===== src/rtl/thunderbird_seq.sv =====
// ThunderBird tail-light sequencer: tick prescaler plus Moore FSM whose state register is lights.
// Define TBIRD_INSYNC_EN to pass left/right/hazard through 2-flop synchronizers first.
module thunderbird_seq #(
    parameter int unsigned TICK_DIV = 12500000,
    parameter int unsigned CNT_W    = $clog2(TICK_DIV)
) (
    input  logic       clk,
    input  logic       rst_n,
    input  logic       left,
    input  logic       right,
    input  logic       hazard,
    output logic [5:0] lights,
    output logic       tick
);

    typedef enum logic [5:0] {
        StIdle = 6'b000000,
        StL1   = 6'b001000,
        StL2   = 6'b011000,
        StL3   = 6'b111000,
        StR1   = 6'b000100,
        StR2   = 6'b000110,
        StR3   = 6'b000111,
        StHaz  = 6'b111111
    } state_t;

    localparam logic [CNT_W-1:0] CntMax = CNT_W'(TICK_DIV - 1);

    logic [CNT_W-1:0] counter;
    state_t           state;
    logic             left_s;
    logic             right_s;
    logic             hazard_s;
    logic             haz_req;

    always_ff @(posedge clk or negedge rst_n) begin
        if (!rst_n) begin
            counter <= '0;
            tick    <= 1'b0;
        end else begin
            tick    <= (counter == CntMax);
            counter <= (counter == CntMax) ? '0 : counter + CNT_W'(1);
        end
    end

`ifdef TBIRD_INSYNC_EN
    logic [1:0] left_sync;
    logic [1:0] right_sync;
    logic [1:0] hazard_sync;

    always_ff @(posedge clk or negedge rst_n) begin
        if (!rst_n) begin
            left_sync   <= 2'b00;
            right_sync  <= 2'b00;
            hazard_sync <= 2'b00;
        end else begin
            left_sync   <= {left_sync[0], left};
            right_sync  <= {right_sync[0], right};
            hazard_sync <= {hazard_sync[0], hazard};
        end
    end

    assign left_s   = left_sync[1];
    assign right_s  = right_sync[1];
    assign hazard_s = hazard_sync[1];
`else
    assign left_s   = left;
    assign right_s  = right;
    assign hazard_s = hazard;
`endif

    // Both turn switches together behave exactly like the hazard switch.
    assign haz_req = hazard_s | (left_s & right_s);

    always_ff @(posedge clk or negedge rst_n) begin
        if (!rst_n) begin
            state <= StIdle;
        end else if (tick) begin
            case (state)
                StIdle: begin
                    if (haz_req) begin
                        state <= StHaz;
                    end else if (left_s) begin
                        state <= StL1;
                    end else if (right_s) begin
                        state <= StR1;
                    end else begin
                        state <= StIdle;
                    end
                end
                StL1:    state <= haz_req ? StHaz : StL2;
                StL2:    state <= haz_req ? StHaz : StL3;
                StL3:    state <= haz_req ? StHaz : StIdle;
                StR1:    state <= haz_req ? StHaz : StR2;
                StR2:    state <= haz_req ? StHaz : StR3;
                StR3:    state <= haz_req ? StHaz : StIdle;
                StHaz:   state <= StIdle;
                default: state <= StIdle;
            endcase
        end
    end

    assign lights = state;

endmodule


===== config.mk =====
export PLATFORM = sky130hd
export DESIGN_NAME = thunderbird_seq
export DESIGN_NICKNAME = d
export VERILOG_FILES = /design/src/rtl/thunderbird_seq.sv
export SDC_FILE = /design/constraint.sdc
export NUM_CORES = 1
export LEC_CHECK = 0
export ABC_AREA = 1
export CORE_MARGIN = 1
export CORE_UTILIZATION = 40
export CTS_CLUSTER_SIZE = 40
export DETAILED_ROUTE_END_ITERATION = 12
export PLACE_DENSITY = 0.59
export RECOVER_POWER = 50
export SLEW_MARGIN = 20
export SYNTH_ARGS = -nofsm -noshare
export SYNTH_HDL_FRONTEND = slang
export SYNTH_SLANG_ARGS = --single-unit

===== constraint.sdc =====
create_clock -name clk -period 1.35 [get_ports clk]
set_input_delay 0.27 -clock clk [delete_from_list [all_inputs] [get_ports clk]]
set_output_delay 0.27 -clock clk [all_outputs]
set_load 0.005 [all_outputs]

# --- Yosys cells after proc, flatten, opt, wreduce, memory -nomap -nowiden ---
# Index checks and enable logic that the tools add are counted.
classes:
  reduce_logical: 2
  n_mux: 10
  n_bitwise: 2
  add_sub_neg: 1
  eq_ne: 7
op_table:
  columns: ["cell", "count"]
  rows:
  - ["$pmux 6 s6", 1]
  - ["$mux 6", 5]
  - ["$add 24x1->24 const B", 1]
  - ["$eq 24x24->1 const B", 1]
  - ["$mux 24", 1]
  - ["$eq 6x3->1 const B", 3]
  - ["$eq 6x4->1 const B", 1]
  - ["$eq 6x5->1 const B", 1]
  - ["$eq 6x6->1 const B", 1]
  - ["$logic_not 6->1", 1]
  - ["$mux 3", 2]
  - ["$mux 4", 1]
  - ["$reduce_or 2->1", 1]
  - ["$and 1x1->1", 1]
  - ["$or 1x1->1", 1]
word_totals:
  in_bits: 5
  register_bits: 31

# --- Logic depth before layout (Yosys ltp) ---
# Gate-level depths: netlist of the first run.
depth:
  depth_word: 4
  depth_mapped: 9
  depth_no_buf: 8

# --- Least setup slack after synthesis of the first run ---
# Ideal clock, no wire load.
synth_path:
  path_type: "reg2reg"
  from: "register counter[0]"
  to: "register counter[18]"
  arrival_time_ns: 1.284
  t_required_ns: 1.232
  n_path_buf: 0
  path_slack_ns: -0.052
  path_stages_with_launch: 9
  setup_time_ns: 0.118
  path_cell_list: "dfrtp_1 -> ha_1 -> nand3_2 -> nor3_4 -> nand2_2 -> nor2_2 -> nand2_1 -> nand2_1 -> nor2_1"
synth_via:
  elab_chain_cells: 2
  word_cells_on_any_way: 3
synth_lines:
  columns: ["item", "line", "source"]
  rows:
  - ["start, declared", "29", "logic [CNT_W-1:0] counter;"]
  - ["start signal, assigned", "42", "counter <= (counter == CntMax) ? '0 : counter + CNT_W'(1);"]
  - ["$add 24x1->24 / $eq 24x24->1 (equally long branches)", "42", null]
  - ["$mux 24 *", "42", null]
# Every way passes the cells marked *; elsewhere a longest branch is shown, timed or not.
# A chain may end at the register's enable or synchronous reset.

# --- Final worst setup path of the first run ---
layout_path:
  from: "register counter[1]"
  to: "register counter[0]"
layout_via:
  elab_chain_cells: 2
layout_lines:
  columns: ["item", "line"]
  rows:
  - ["$eq 24x24->1", "42"]
  - ["$mux 24", "42"]
# No other way between the ends.

==> impl_metrics.prom, run 1 <==
# TYPE chip_impl_metric gauge
chip_impl_metric{name="clkLatencyLatePin",unit="ns"} 0.29
chip_impl_metric{name="clock_power_share",unit=""} 0.426
chip_impl_metric{name="rows",unit=""} 24
chip_impl_metric{name="critical_path.n_buffers_inverters",unit=""} 3
chip_impl_metric{name="initial_utilization",unit=""} 0.4144
chip_impl_info{name="grt_setup_unrepaired",value="yes"} 1
chip_impl_metric{name="number_of_setup_violations_in_the_final_report",unit=""} 18
chip_impl_metric{name="final_antenna_net_count",unit=""} 0
chip_impl_metric{name="htree_levels",unit=""} 2
chip_impl_info{name="layout.cells.most_common_list",value="buf_4 (59), nand2_1 (57), nor2_1 (36), dfrtp_1 (31), inv_1 (22)"} 1
chip_impl_info{name="synth.top_cells.by_area",value="dfrtp_1 (43%), nand2_1 (13%), nor2_1 (9.4%), inv_1 (5.8%), nand3_1 (4.4%)"} 1
chip_impl_metric{name="initial_antenna_violation_count",unit=""} 0
chip_impl_metric{name="drc",unit=""} 0
chip_impl_metric{name="slew_at_the_pin_closest_to_its_max_slew_limit",unit="ns"} 0.7790
chip_impl_metric{name="cts_num_sinks",unit=""} 31
chip_impl_metric{name="area_growth_syn_to_layout",unit="%"} 53.05
chip_impl_info{name="tritoncts_clock_tree",value="done"} 1
chip_impl_info{name="cell_at_the_root_of_the_clock_tree",value="clkbuf_8"} 1
chip_impl_metric{name="power_switching",unit="mW"} 0.3933
chip_impl_metric{name="floorplan.die_area",unit="mm2"} 0.004783
chip_impl_metric{name="worst-r2r-cell-count",unit=""} 8
chip_impl_metric{name="power.share.switching",unit=""} 0.2312
chip_impl_metric{name="path_max_fanout",unit=""} 7
chip_impl_metric{name="asyncSetResetFlopFracSynth",unit=""} 1.000
chip_impl_metric{name="max_freq",unit="MHz"} 685.3
chip_impl_metric{name="wirelength",unit="mm"} 4.755
chip_impl_metric{name="synthesis.area",unit="mm2"} 0.001804
chip_impl_metric{name="clock_tree.buffer_depth",unit=""} 2
chip_impl_metric{name="dpl_cell_area",unit="mm2"} 0.002360
chip_impl_info{name="synth_area_leader_cell",value="dfrtp_1"} 1
chip_impl_metric{name="final_min_period_over_clock_period",unit=""} 1.081
chip_impl_metric{name="die_w",unit="um"} 69.16
chip_impl_info{name="most_frequent_standard_cell_in_the_layout_excluding_fill_and_tap_cells",value="buf_4"} 1
chip_impl_metric{name="power-per-cell-area",unit="mW/mm2"} 616.1
chip_impl_metric{name="syn_avg_cell_area",unit="um2"} 7.455
chip_impl_metric{name="synthDistinctLibCells",unit=""} 25
chip_impl_metric{name="global_route.usage.total",unit=""} 0.2052
chip_impl_metric{name="p_seq_frac",unit=""} 0.546
chip_impl_metric{name="cp_data_arrival_time",unit="ns"} 1.65
chip_impl_info{name="failed_checks",value="negative setup slack"} 1
chip_impl_metric{name="floorplan.io_pins",unit=""} 12
chip_impl_metric{name="crit_path_max_cell_delay",unit="ns"} 0.39
chip_impl_metric{name="timing.max_slew.rel_slack",unit=""} 0.4807
chip_impl_metric{name="vias_post_dr",unit=""} 1833
chip_impl_metric{name="max_cap_viol_count",unit=""} 0
chip_impl_metric{name="multi_input_comb_area",unit="mm2"} 0.001096
chip_impl_metric{name="rrSetupSlack",unit="ns"} -0.11
chip_impl_info{name="r2r_start",value="counter[1]$_DFF_PN0_"} 1
chip_impl_info{name="worst_path_max_delay_cell",value="dfrtp_1"} 1
chip_impl_metric{name="layout.area.seq",unit="um2"} 775.7
chip_impl_info{name="worst_setup_path_class",value="register to register"} 1
chip_impl_metric{name="post-route-worst-setup-slack",unit="ns"} -0.1092
chip_impl_metric{name="placement.io_buffers",unit=""} 11
chip_impl_metric{name="routabilityCongestion",unit=""} 0.8437
chip_impl_metric{name="netlist.area_leader.share",unit=""} 0.4300
chip_impl_info{name="crit_path_end_kind",value="register"} 1
chip_impl_info{name="run_status",value="finished, violations left"} 1
chip_impl_metric{name="drive_gt1_frac",unit=""} 0.3926
chip_impl_metric{name="die_height",unit="um"} 69.16
chip_impl_metric{name="fillers",unit=""} 383
chip_impl_metric{name="report.final.slew_viol_count",unit=""} 0
chip_impl_metric{name="number_of_cells_produced_by_synthesis",unit=""} 242
chip_impl_info{name="min_path_type",value="register to register"} 1
chip_impl_metric{name="leakage",unit="nW"} 1.401
chip_impl_metric{name="postLayoutCellArea",unit="mm2"} 0.002761
chip_impl_metric{name="detailedRoute.firstIterationViolations",unit=""} 53
chip_impl_metric{name="grt_pass1_vias",unit=""} 1732
chip_impl_metric{name="yosysWarnings",unit=""} 0
chip_impl_metric{name="ys_seq_elements",unit=""} 31
chip_impl_metric{name="synth_enable_flop_cells",unit=""} 0
chip_impl_metric{name="first_pass_grt_wire_length",unit="mm"} 7.824
chip_impl_metric{name="detailedRoute.firstPassIterationCount",unit=""} 4
chip_impl_metric{name="synthesized_net_count",unit=""} 248
chip_impl_metric{name="final_hold_viol_count",unit=""} 0
chip_impl_metric{name="clk_transition_reported_paths",unit="ns"} 0.06
chip_impl_metric{name="post-route-min-period",unit="ns"} 1.459
chip_impl_metric{name="dp_hpwl",unit="mm"} 3.156
chip_impl_metric{name="irDropWorstVdd",unit="uV"} 530.8
chip_impl_info{name="timing.critical_path.mode_cell",value="nand3_4"} 1
chip_impl_metric{name="insertedDiodeCount",unit=""} 0
chip_impl_info{name="hold_end",value="counter[20]$_DFF_PN0_"} 1
chip_impl_info{name="setup.worst_path.start_class",value="register"} 1
chip_impl_info{name="crit_path_cell_trace",value="ha_4 -> nand3_4 -> buf_4 -> nor3_4 -> nand3_4 -> inv_2 -> or2_1 -> inv_1"} 1
chip_impl_metric{name="clock_buffer_count_from_cts",unit=""} 5
chip_impl_metric{name="power.total",unit="mW"} 1.701
chip_impl_metric{name="cp.required",unit="ns"} 1.54
chip_impl_metric{name="setup_skew",unit="ns"} 0.004905
chip_impl_metric{name="yosysSeqAreaShare",unit=""} 0.4300
chip_impl_metric{name="final_nets",unit=""} 331
chip_impl_metric{name="average_detailed_routed_wire_length_per_instance",unit="um"} 12.58
chip_impl_metric{name="combPwrFrac",unit=""} 0.028
chip_impl_metric{name="global_route.overflow_total",unit=""} 0
chip_impl_metric{name="final_util",unit=""} 0.6342
chip_impl_metric{name="timing.hold.ws",unit="ns"} 0.5147
chip_impl_metric{name="maximum_number_of_pins_on_one_net_before_global_route_repair",unit=""} 32
chip_impl_info{name="worst_hold_path_startpoint",value="counter[20]$_DFF_PN0_"} 1
chip_impl_metric{name="power.internal",unit="mW"} 1.308
chip_impl_metric{name="routed_via_density",unit=""} 4.849
chip_impl_info{name="yosys_most_used_dff",value="dfrtp_1"} 1
chip_impl_metric{name="hold-path-cell-count",unit=""} 2
chip_impl_info{name="r2r-end",value="counter[0]$_DFF_PN0_"} 1
chip_impl_metric{name="core_region_area",unit="mm2"} 0.004354
chip_impl_info{name="path_delay_family",value="simple AND/OR/NAND/NOR gates"} 1
cells by family (layout without fill, tap and decap cells):
| family | after synthesis | count (layout) | share of synthesized area |
|---|---|---|---|
| fa+ha+maj | 1 | 1 | 0.006934 |
| xor+xnor | 13 | 13 | 0.06311 |
| buf+inv | 30 | 114 | 0.06310 |
| flops | 31 | 31 | 0.4300 |
| compound gates | 9 | 9 | 0.02912 |
| simple gates | 158 | 158 | 0.4078 |
power by group through the flow:
stage	logic, mW	clock network, mW	registers [mW]
4_1_cts	0.0500	0.747	0.928
5_1_grt	0.0543	0.786	0.928
6_report	0.0478	0.725	0.929
2_1_floorplan	0.00757	0	0.946
3_5_place_dp	0.0485	0	0.946
3_3_place_gp	0.0479	0	0.946
worst register-to-register path, stage by stage (launching register included):
cell and delay [ns]:
dfrtp_1 0.39, ha_4 0.16, nand3_4 0.10, buf_4 0.17
nor3_4 0.14, nand3_4 0.16, inv_2 0.11, or2_1 0.10
inv_1 0.04
state kept, by name, indices dropped and copies added, names as in the netlist:
name,flops
counter,24
lights,6
tick,1
final cells by class:
cell class	count	area share
Clock buffer	7	0.02764
Clock inverter	1	0.001812
Inverter	29	0.04123
Multi-Input combinational cell	181	0.3969
Sequential cell	31	0.2809
Tap cell	52	0.02356
Timing Repair Buffer	77	0.2279
worst max-delay path by stage:
stage,cells after the start,to,start
floorplan,8,counter[18]$_DFF_PN0_,counter[1]$_DFF_PN0_
CTS,8,counter[18]$_DFF_PN0_,counter[1]$_DFF_PN0_
global placement,8,lights[2]$_DFFE_PN0P_,right
detailed placement,8,lights[2]$_DFFE_PN0P_,right
finish,8,counter[0]$_DFF_PN0_,counter[1]$_DFF_PN0_
global route,8,counter[18]$_DFF_PN0_,counter[1]$_DFF_PN0_
cells in the mapped netlist, drive strengths merged (2+ instances only):
library cell / n
a21oi: 3
o21ai: 3
inv: 29
dfrtp: 31
o21a: 2
nand2: 68
xor2: 7
nor2: 52
nand4: 10
nor3: 5
or2: 3
nand3: 20
xnor2: 6
what timing repair did:
item	in CTS	in global routing
setup endpoints to repair	27	25
buffers inserted	7	12
pin swaps	10	20
hold buffers	0	0
hold endpoints to repair	0	0
cloned	0	0
resized for setup	22	51
metrics by stage:
step	setup WS (ns)	instances	setup TNS (ns)
finish	-0.1092	378	-0.6736
CTS	-0.09437	366	-0.6112
global placement	-0.3390	351	-2.447
floorplan	-0.02399	242	-0.06612
global route	-0.1924	378	-2.849
detailed placement	-0.3808	351	-2.729
metal layers:
| metal | wire length (um) | track usage |
|---|---|---|
| met3 | 174 | 0.05263 |
| met5 | 0 | 0 |
| met1 | 2169 | 0.2836 |
| met4 | 148 | 0.09070 |
| met2 | 2262 | 0.3020 |
Note: power is estimated with default switching activity, not from simulation.
==> inputs of run 2 (changes only) <==
Settings changed: TNS_END_PERCENT from default to 1.
==> impl_metrics.prom, run 2 (synthesized netlist as in run 1, its figures left out) <==
# TYPE chip_impl_metric gauge
chip_impl_metric{name="power.share.switching",unit=""} 0.2258
chip_impl_metric{name="final_min_period_over_clock_period",unit=""} 1.052
chip_impl_metric{name="rrSetupSlack",unit="ns"} -0.07
chip_impl_metric{name="number_of_setup_violations_in_the_final_report",unit=""} 10
chip_impl_metric{name="insertedDiodeCount",unit=""} 0
chip_impl_metric{name="power_switching",unit="mW"} 0.3810
chip_impl_metric{name="fillers",unit=""} 418
chip_impl_metric{name="drc",unit=""} 0
chip_impl_metric{name="first_pass_grt_wire_length",unit="mm"} 7.527
chip_impl_metric{name="rows",unit=""} 24
chip_impl_metric{name="clock_buffer_count_from_cts",unit=""} 5
chip_impl_metric{name="largest_reg_flops",unit=""} 24
chip_impl_metric{name="timing.hold.ws",unit="ns"} 0.5012
chip_impl_metric{name="floorplan.io_pins",unit=""} 12
chip_impl_info{name="crit_path_cell_trace",value="ha_4 -> nand3_4 -> nor3_2 -> nand3_4 -> inv_2 -> or2_1 -> inv_1"} 1
chip_impl_metric{name="initial_utilization",unit=""} 0.4144
chip_impl_info{name="layout.cells.most_common_list",value="nand2_1 (62), buf_4 (46), nor2_1 (41), dfrtp_1 (31), inv_1 (27)"} 1
chip_impl_metric{name="maximum_number_of_pins_on_one_net_before_global_route_repair",unit=""} 32
chip_impl_metric{name="worst-r2r-cell-count",unit=""} 7
chip_impl_info{name="most_frequent_standard_cell_in_the_layout_excluding_fill_and_tap_cells",value="nand2_1"} 1
chip_impl_metric{name="die_w",unit="um"} 69.16
chip_impl_metric{name="max_cap_viol_count",unit=""} 0
chip_impl_metric{name="cts_hold_buffers",unit=""} 0
chip_impl_metric{name="clkLatencyLatePin",unit="ns"} 0.29
chip_impl_info{name="tritoncts_clock_tree",value="done"} 1
chip_impl_metric{name="detailedRoute.firstPassIterationCount",unit=""} 4
chip_impl_metric{name="critical_path.n_buffers_inverters",unit=""} 2
chip_impl_info{name="largest_register",value="counter"} 1
chip_impl_info{name="min_path_type",value="register to register"} 1
chip_impl_info{name="timing.critical_path.from",value="counter[1]$_DFF_PN0_"} 1
chip_impl_info{name="path_delay_family",value="simple AND/OR/NAND/NOR gates"} 1
chip_impl_metric{name="max_freq",unit="MHz"} 703.9
chip_impl_metric{name="post_layout_nonfiller_instances",unit=""} 361
chip_impl_metric{name="final_antenna_net_count",unit=""} 0
chip_impl_metric{name="detailedRoute.firstIterationViolations",unit=""} 82
chip_impl_metric{name="htree_levels",unit=""} 2
chip_impl_info{name="worst_path_max_delay_cell",value="dfrtp_1"} 1
chip_impl_info{name="failed_checks",value="negative setup slack"} 1
chip_impl_metric{name="final_hold_viol_count",unit=""} 0
chip_impl_metric{name="slew_at_the_pin_closest_to_its_max_slew_limit",unit="ns"} 0.7730
chip_impl_metric{name="die_height",unit="um"} 69.16
chip_impl_metric{name="global_route.usage.total",unit=""} 0.1977
chip_impl_metric{name="average_detailed_routed_wire_length_per_instance",unit="um"} 11.55
chip_impl_metric{name="p_seq_frac",unit=""} 0.550
chip_impl_metric{name="dp_hpwl",unit="mm"} 3.156
chip_impl_metric{name="drive_gt1_frac",unit=""} 0.2783
chip_impl_info{name="grt_setup_unrepaired",value="yes"} 1
chip_impl_metric{name="hold-path-cell-count",unit=""} 2
chip_impl_metric{name="final_nets",unit=""} 314
chip_impl_info{name="run_status",value="finished, violations left"} 1
chip_impl_info{name="cell_at_the_root_of_the_clock_tree",value="clkbuf_8"} 1
chip_impl_metric{name="wirelength",unit="mm"} 4.169
chip_impl_metric{name="power.total",unit="mW"} 1.688
chip_impl_metric{name="global_route.overflow_total",unit=""} 0
chip_impl_metric{name="placement.io_buffers",unit=""} 11
chip_impl_metric{name="vias_post_dr",unit=""} 1717
chip_impl_info{name="timing.critical_path.mode_cell",value="nand3_4"} 1
chip_impl_metric{name="floorplan.die_area",unit="mm2"} 0.004783
chip_impl_metric{name="core_region_area",unit="mm2"} 0.004354
chip_impl_info{name="hold_end",value="counter[20]$_DFF_PN0_"} 1
chip_impl_metric{name="clock_power_share",unit=""} 0.424
chip_impl_metric{name="routed_via_density",unit=""} 4.756
chip_impl_metric{name="place_inst",unit=""} 351
chip_impl_metric{name="timing.max_slew.rel_slack",unit=""} 0.4847
chip_impl_info{name="r2r_start",value="counter[1]$_DFF_PN0_"} 1
chip_impl_metric{name="clock_tree.buffer_depth",unit=""} 2
chip_impl_metric{name="grt_pass1_vias",unit=""} 1652
chip_impl_metric{name="path_max_fanout",unit=""} 7
chip_impl_metric{name="cp.required",unit="ns"} 1.53
chip_impl_metric{name="report.final.slew_viol_count",unit=""} 0
chip_impl_metric{name="cts_num_sinks",unit=""} 31
chip_impl_info{name="worst_hold_path_startpoint",value="counter[20]$_DFF_PN0_"} 1
chip_impl_info{name="worst_setup_path_class",value="register to register"} 1
chip_impl_metric{name="post-route-min-period",unit="ns"} 1.421
chip_impl_metric{name="crit_path_max_cell_delay",unit="ns"} 0.39
chip_impl_metric{name="initial_antenna_violation_count",unit=""} 0
chip_impl_metric{name="cp_data_arrival_time",unit="ns"} 1.61
chip_impl_metric{name="power-per-cell-area",unit="mW/mm2"} 674.8
chip_impl_metric{name="postLayoutCellArea",unit="mm2"} 0.002501
chip_impl_metric{name="leakage",unit="nW"} 1.277
chip_impl_info{name="setup.worst_path.start_class",value="register"} 1
chip_impl_metric{name="power.internal",unit="mW"} 1.307
chip_impl_metric{name="setup_skew",unit="ns"} 0.004774
chip_impl_info{name="r2r-end",value="counter[0]$_DFF_PN0_"} 1
chip_impl_metric{name="combPwrFrac",unit=""} 0.026
chip_impl_metric{name="routabilityCongestion",unit=""} 0.8437
chip_impl_metric{name="post-route-worst-setup-slack",unit="ns"} -0.07071
chip_impl_metric{name="area_growth_syn_to_layout",unit="%"} 38.63
chip_impl_metric{name="clk_transition_reported_paths",unit="ns"} 0.06
chip_impl_metric{name="dpl_cell_area",unit="mm2"} 0.002360
chip_impl_info{name="crit_path_end_kind",value="register"} 1
chip_impl_metric{name="detailedPlace.worstSlack",unit="ns"} -0.3808
chip_impl_metric{name="irDropWorstVdd",unit="uV"} 529.4
## run 2: cell count changes in the layout (fill, tap and decap cells not counted), sizes merged
| cell | change |
|---|---|
| buf | -20 |
| dlygate4sd2 | +3 |
| clkdlybuf4s50 | +1 |
| dlymetal6s2s | -1 |
## run 2: layout make-up
type / count / area (um2) / area share
well taps: 52 / 65.06 / 0.02601
flip-flops and latches: 31 / 775.7 / 0.3102
clock inverters: 1 / 5.005 / 0.002001
clock buffers: 7 / 76.32 / 0.03052
repair buffers: 60 / 476.7 / 0.1906
inverters: 29 / 108.9 / 0.04352
multi-input cells: 181 / 993.5 / 0.3972
## run 2: worst max path at each step
stage | endpoint | slack (ns) | cells past startpoint
final | counter[0]$_DFF_PN0_ | -0.07 | 7
after global routing | counter[18]$_DFF_PN0_ | -0.22 | 8
after CTS | counter[18]$_DFF_PN0_ | -0.09 | 8
after detailed placement | lights[2]$_DFFE_PN0P_ | -0.38 | 8
after global placement | lights[2]$_DFFE_PN0P_ | -0.34 | 8
after floorplan | counter[18]$_DFF_PN0_ | -0.02 | 8
## run 2: per-stage QoR
step | TNS, ns | util
final | -0.3680 | 0.5744
after global routing | -2.716 | 0.5744
after CTS | -0.5609 | 0.5721
after detailed placement | -2.729 | 0.5420
after global placement | -2.447 | 0.5420
after floorplan | -0.06612 | -
## run 2: tightest hold or removal path: cells and delay by family, from the launching register on
kind | cells | cell delay (ns)
flip-flops | 1 | 0.34
AO/OA/AOI/OAI | 1 | 0.04
AND/OR/NAND/NOR | 1 | 0.08
## run 2: timing repair
action	4_1_cts	5_1_grt
setup buffers	2	0
pin swaps	6	0
setup endpoints to repair	27	28
gates resized for setup	17	13
hold endpoints to repair	0	0
## run 2: per-layer routing
layer	up-vias	global-route usage	share of wire
li1	891	-	-
met4	0	0.08390	0.020
met3	9	0.05117	0.031
met2	22	0.2869	0.45
met5	-	0	0
met1	795	0.2779	0.49
## run 2: power by group through the flow
stage | logic, mW | registers, mW | clock network (mW)
5_1_grt | 0.0508 | 0.928 | 0.787
6_report | 0.0437 | 0.929 | 0.715
2_1_floorplan | 0.00757 | 0.946 | 0
3_3_place_gp | 0.0479 | 0.946 | 0
3_5_place_dp | 0.0485 | 0.946 | 0
4_1_cts | 0.0500 | 0.928 | 0.747
==> inputs of run 3 (changes only) <==
Settings changed: ABC_AREA 1 to default, MAX_ROUTING_LAYER from default to met4, PLACE_DENSITY 0.59 to 0.6.
==> impl_metrics.prom, run 3 <==
# TYPE chip_impl_metric gauge
chip_impl_info{name="run_status",value="finished, violations left"} 1
chip_impl_info{name="failed_checks",value="negative setup slack"} 1
chip_impl_metric{name="initial_utilization",unit=""} 0.4187
chip_impl_metric{name="final_hold_viol_count",unit=""} 0
chip_impl_metric{name="area_growth_syn_to_layout",unit="%"} 37.14
chip_impl_metric{name="combPwrFrac",unit=""} 0.027
chip_impl_metric{name="power-per-cell-area",unit="mW/mm2"} 772.0
chip_impl_metric{name="final_antenna_net_count",unit=""} 0
chip_impl_metric{name="synth-compound-area-share",unit=""} 0.09796
chip_impl_metric{name="met3_capacity_usage_during_global_routing",unit=""} 0.06429
chip_impl_info{name="cell_at_the_root_of_the_clock_tree",value="clkbuf_8"} 1
chip_impl_info{name="grt_setup_unrepaired",value="yes"} 1
chip_impl_info{name="synth.top_cells.by_area",value="dfrtp_1 (51%), xnor2_1 (5.7%), xor2_1 (4.0%), nor2_1 (3.9%), nand2_1 (2.7%)"} 1
chip_impl_metric{name="power.internal",unit="mW"} 1.288
chip_impl_metric{name="drive_gt1_frac",unit=""} 0.3103
chip_impl_metric{name="grt_pass1_vias",unit=""} 1348
chip_impl_metric{name="hold-path-cell-count",unit=""} 1
chip_impl_metric{name="slew_at_the_pin_closest_to_its_max_slew_limit",unit="ns"} 0.7599
chip_impl_metric{name="clkLatencyLatePin",unit="ns"} 0.28
chip_impl_metric{name="netlist.area_leader.share",unit=""} 0.5061
chip_impl_metric{name="detailedPlace.worstSlack",unit="ns"} -0.1939
chip_impl_metric{name="number_of_setup_violations_in_the_final_report",unit=""} 21
chip_impl_metric{name="floorplan.io_pins",unit=""} 12
chip_impl_info{name="min_path_type",value="register to register"} 1
chip_impl_metric{name="routabilityCongestion",unit=""} 0.9016
chip_impl_info{name="r2r_start",value="counter[0]$_DFF_PN0_"} 1
chip_impl_metric{name="drc",unit=""} 0
chip_impl_info{name="synthTopCellsByCount",value="dfrtp_1 (31), nor2_1 (16), nand2_1 (11), xnor2_1 (10), nand3_1 (8)"} 1
chip_impl_metric{name="synthDistinctLibCells",unit=""} 32
chip_impl_info{name="synth_top_family_by_area",value="simple AND/OR/NAND/NOR gates"} 1
chip_impl_metric{name="power.share.switching",unit=""} 0.2064
chip_impl_metric{name="dp_hpwl",unit="mm"} 2.408
chip_impl_metric{name="yosysWarnings",unit=""} 0
chip_impl_info{name="r2r-end",value="counter[18]$_DFF_PN0_"} 1
chip_impl_metric{name="vias_post_dr",unit=""} 1319
chip_impl_metric{name="wirelength",unit="mm"} 3.394
chip_impl_metric{name="maximum_number_of_pins_on_one_net_before_global_route_repair",unit=""} 32
chip_impl_info{name="worst_setup_path_class",value="register to register"} 1
chip_impl_metric{name="post_synth_and_or_nand_nor_area_fraction",unit=""} 0.2653
chip_impl_metric{name="clock_buffer_count_from_cts",unit=""} 5
chip_impl_metric{name="rows",unit=""} 22
chip_impl_metric{name="max_cap_viol_count",unit=""} 0
chip_impl_metric{name="gr-usage-met1",unit=""} 0.2248
chip_impl_metric{name="largest_reg_flops",unit=""} 24
chip_impl_metric{name="initial_antenna_violation_count",unit=""} 0
chip_impl_metric{name="routed_via_density",unit=""} 5.255
chip_impl_metric{name="htree_levels",unit=""} 2
chip_impl_metric{name="die_height",unit="um"} 63.90
chip_impl_metric{name="first_pass_grt_wire_length",unit="mm"} 6.044
chip_impl_info{name="most_frequent_standard_cell_in_the_layout_excluding_fill_and_tap_cells",value="buf_4"} 1
chip_impl_metric{name="path_max_fanout",unit=""} 5
chip_impl_info{name="timing.critical_path.from",value="counter[0]$_DFF_PN0_"} 1
chip_impl_metric{name="cts_hold_buffers",unit=""} 0
chip_impl_metric{name="die_w",unit="um"} 63.90
chip_impl_metric{name="final_util",unit=""} 0.5742
chip_impl_info{name="layout.cells.most_common_list",value="buf_4 (35), dfrtp_1 (29), nor2_1 (15), nand2_1 (10), xnor2_1 (10)"} 1
chip_impl_info{name="crit_path_end_kind",value="register"} 1
chip_impl_metric{name="core_region_area",unit="mm2"} 0.003661
chip_impl_info{name="global_route.peak_usage_layer",value="met2"} 1
chip_impl_metric{name="rrSetupSlack",unit="ns"} -0.19
chip_impl_info{name="synth_most_common_cell",value="dfrtp_1"} 1
chip_impl_metric{name="muxShareOfSynthArea",unit=""} 0
chip_impl_metric{name="detailedRoute.firstIterationViolations",unit=""} 49
chip_impl_metric{name="final_nets",unit=""} 210
chip_impl_metric{name="synthesis.area",unit="mm2"} 0.001533
chip_impl_metric{name="clock_tree.buffer_depth",unit=""} 2
chip_impl_metric{name="p_seq_frac",unit=""} 0.573
chip_impl_metric{name="power_switching",unit="mW"} 0.3350
chip_impl_info{name="largest_register",value="counter"} 1
chip_impl_metric{name="fillers",unit=""} 308
chip_impl_metric{name="post-route-worst-setup-slack",unit="ns"} -0.1867
chip_impl_metric{name="detailedRoute.firstPassIterationCount",unit=""} 4
chip_impl_metric{name="leakage",unit="nW"} 0.9747
chip_impl_info{name="tritoncts_clock_tree",value="done"} 1
chip_impl_metric{name="asyncSetResetFlopFracSynth",unit=""} 1.000
chip_impl_metric{name="report.final.slew_viol_count",unit=""} 0
chip_impl_metric{name="number_of_cells_produced_by_synthesis",unit=""} 149
chip_impl_metric{name="synthXorXnorAreaFrac",unit=""} 0.09714
chip_impl_metric{name="cp.required",unit="ns"} 1.52
chip_impl_metric{name="timing.max_slew.rel_slack",unit=""} 0.4934
chip_impl_metric{name="cp_data_arrival_time",unit="ns"} 1.70
chip_impl_metric{name="ys_seq_elements",unit=""} 31
chip_impl_metric{name="final_min_period_over_clock_period",unit=""} 1.138
chip_impl_metric{name="max_freq",unit="MHz"} 650.7
chip_impl_metric{name="floorplan.die_area",unit="mm2"} 0.004083
chip_impl_metric{name="post-route-min-period",unit="ns"} 1.537
chip_impl_metric{name="irDropWorstVdd",unit="uV"} 593.0
chip_impl_info{name="yosys_most_used_dff",value="dfrtp_1"} 1
chip_impl_metric{name="globalRouteMet2Util",unit=""} 0.3338
chip_impl_info{name="worst_setup_path_endpoint",value="counter[18]$_DFF_PN0_"} 1
chip_impl_metric{name="global_route.usage.total",unit=""} 0.2031
chip_impl_metric{name="synth_fa_ha_area_frac",unit=""} 0.008163
chip_impl_metric{name="synth_enable_flop_cells",unit=""} 0
chip_impl_metric{name="cts_num_sinks",unit=""} 31
chip_impl_metric{name="clock_power_share",unit=""} 0.400
chip_impl_metric{name="yosysSeqAreaShare",unit=""} 0.5061
chip_impl_metric{name="insertedDiodeCount",unit=""} 0
chip_impl_metric{name="worst-r2r-cell-count",unit=""} 6
chip_impl_metric{name="synthesized_net_count",unit=""} 155
chip_impl_metric{name="global_route.overflow_total",unit=""} 0
chip_impl_metric{name="syn_avg_cell_area",unit="um2"} 10.29
chip_impl_info{name="synth_area_leader_cell",value="dfrtp_1"} 1
chip_impl_metric{name="placement.io_buffers",unit=""} 11
chip_impl_metric{name="setup_skew",unit="ns"} 0.004769
chip_impl_metric{name="clk_transition_reported_paths",unit="ns"} 0.06
chip_impl_metric{name="average_detailed_routed_wire_length_per_instance",unit="um"} 13.52
chip_impl_info{name="setup.worst_path.start_class",value="register"} 1
-- run 3: cell count changes after synthesis, moves of 5 or more --
cell | previous run | this run
inv_1 | 28 | 4
nand3_1 | 16 | 8
nor2_1 | 45 | 16
o21ai_1 | 0 | 5
nand2_1 | 64 | 11
nand3b_1 | 0 | 5
-- run 3: final cells by class --
cell class / count / area [um2] / area share
Tap cell: 48 / 60.06 / 0.02857
Multi-Input combinational cell: 112 / 770.7 / 0.3667
Timing Repair Buffer: 50 / 405.4 / 0.1929
Sequential cell: 31 / 778.2 / 0.3702
Clock buffer: 6 / 72.57 / 0.03452
Inverter: 4 / 15.01 / 0.007143
-- run 3: how the worst min path moves through the flow --
stage	startpoint	end
6_report	counter[21]$_DFF_PN0_	counter[21]$_DFF_PN0_
3_5_place_dp	counter[21]$_DFF_PN0_	counter[21]$_DFF_PN0_
2_1_floorplan	rst_n	counter[0]$_DFF_PN0_
3_3_place_gp	counter[21]$_DFF_PN0_	counter[21]$_DFF_PN0_
4_1_cts	rst_n	counter[17]$_DFF_PN0_
5_1_grt	counter[21]$_DFF_PN0_	counter[21]$_DFF_PN0_
-- run 3: worst max-delay path, stage by stage (launching register included) --
cell      delay, ns
dfrtp_1        0.35
ha_2           0.20
and4_1         0.21
and4_1         0.22
and4_4         0.26
nand3b_1       0.12
o21ai_1        0.07
-- run 3: power groups by stage --
stage / Sequential (mW) / Combinational [mW] / Clock, mW
floorplan: 0.946 / 0.00696 / 0
global placement: 0.946 / 0.0507 / 0
detailed placement: 0.946 / 0.0517 / 0
CTS: 0.929 / 0.0521 / 0.673
global route: 0.929 / 0.0504 / 0.730
finish: 0.930 / 0.0441 / 0.649
-- run 3: kinds of logic (layout without fill, tap and decap cells) --
logic type / count (synthesis) / in the layout
fa+ha+maj: 1 / 1
flops: 31 / 31
simple gates: 68 / 69
buf+inv: 7 / 60
xor+xnor: 17 / 17
compound gates: 25 / 25
-- run 3: layer usage --
| layer | vias to the layer above | wire (um) |
|---|---|---|
| met4 | 0 | 72 |
| li1 | 644 | - |
| met1 | 647 | 1511 |
| met2 | 19 | 1706 |
| met5 | - | 0 |
| met3 | 9 | 104 |
-- run 3: repair_timing --
item / CTS / global route
pin swaps: 5 / 4
resized for setup: 17 / 9
endpoints found under the setup margin: 30 / 28
cloned: 1 / 0
buffers inserted: 2 / 0
-- run 3: stage by stage --
step                instances  total power, mW  area [um2]  setup TNS [ns]  hold slack, ns
floorplan                 149           0.9534        1535          -1.395        -0.02559
global placement          242           0.9968        1972          -2.910          0.4586
detailed placement        242           0.9978        1972          -3.448          0.4701
CTS                       251            1.655        2096          -2.717          0.3533
global route              251            1.709        2102          -4.556          0.5090
finish                    251            1.623        2102          -2.511          0.4787
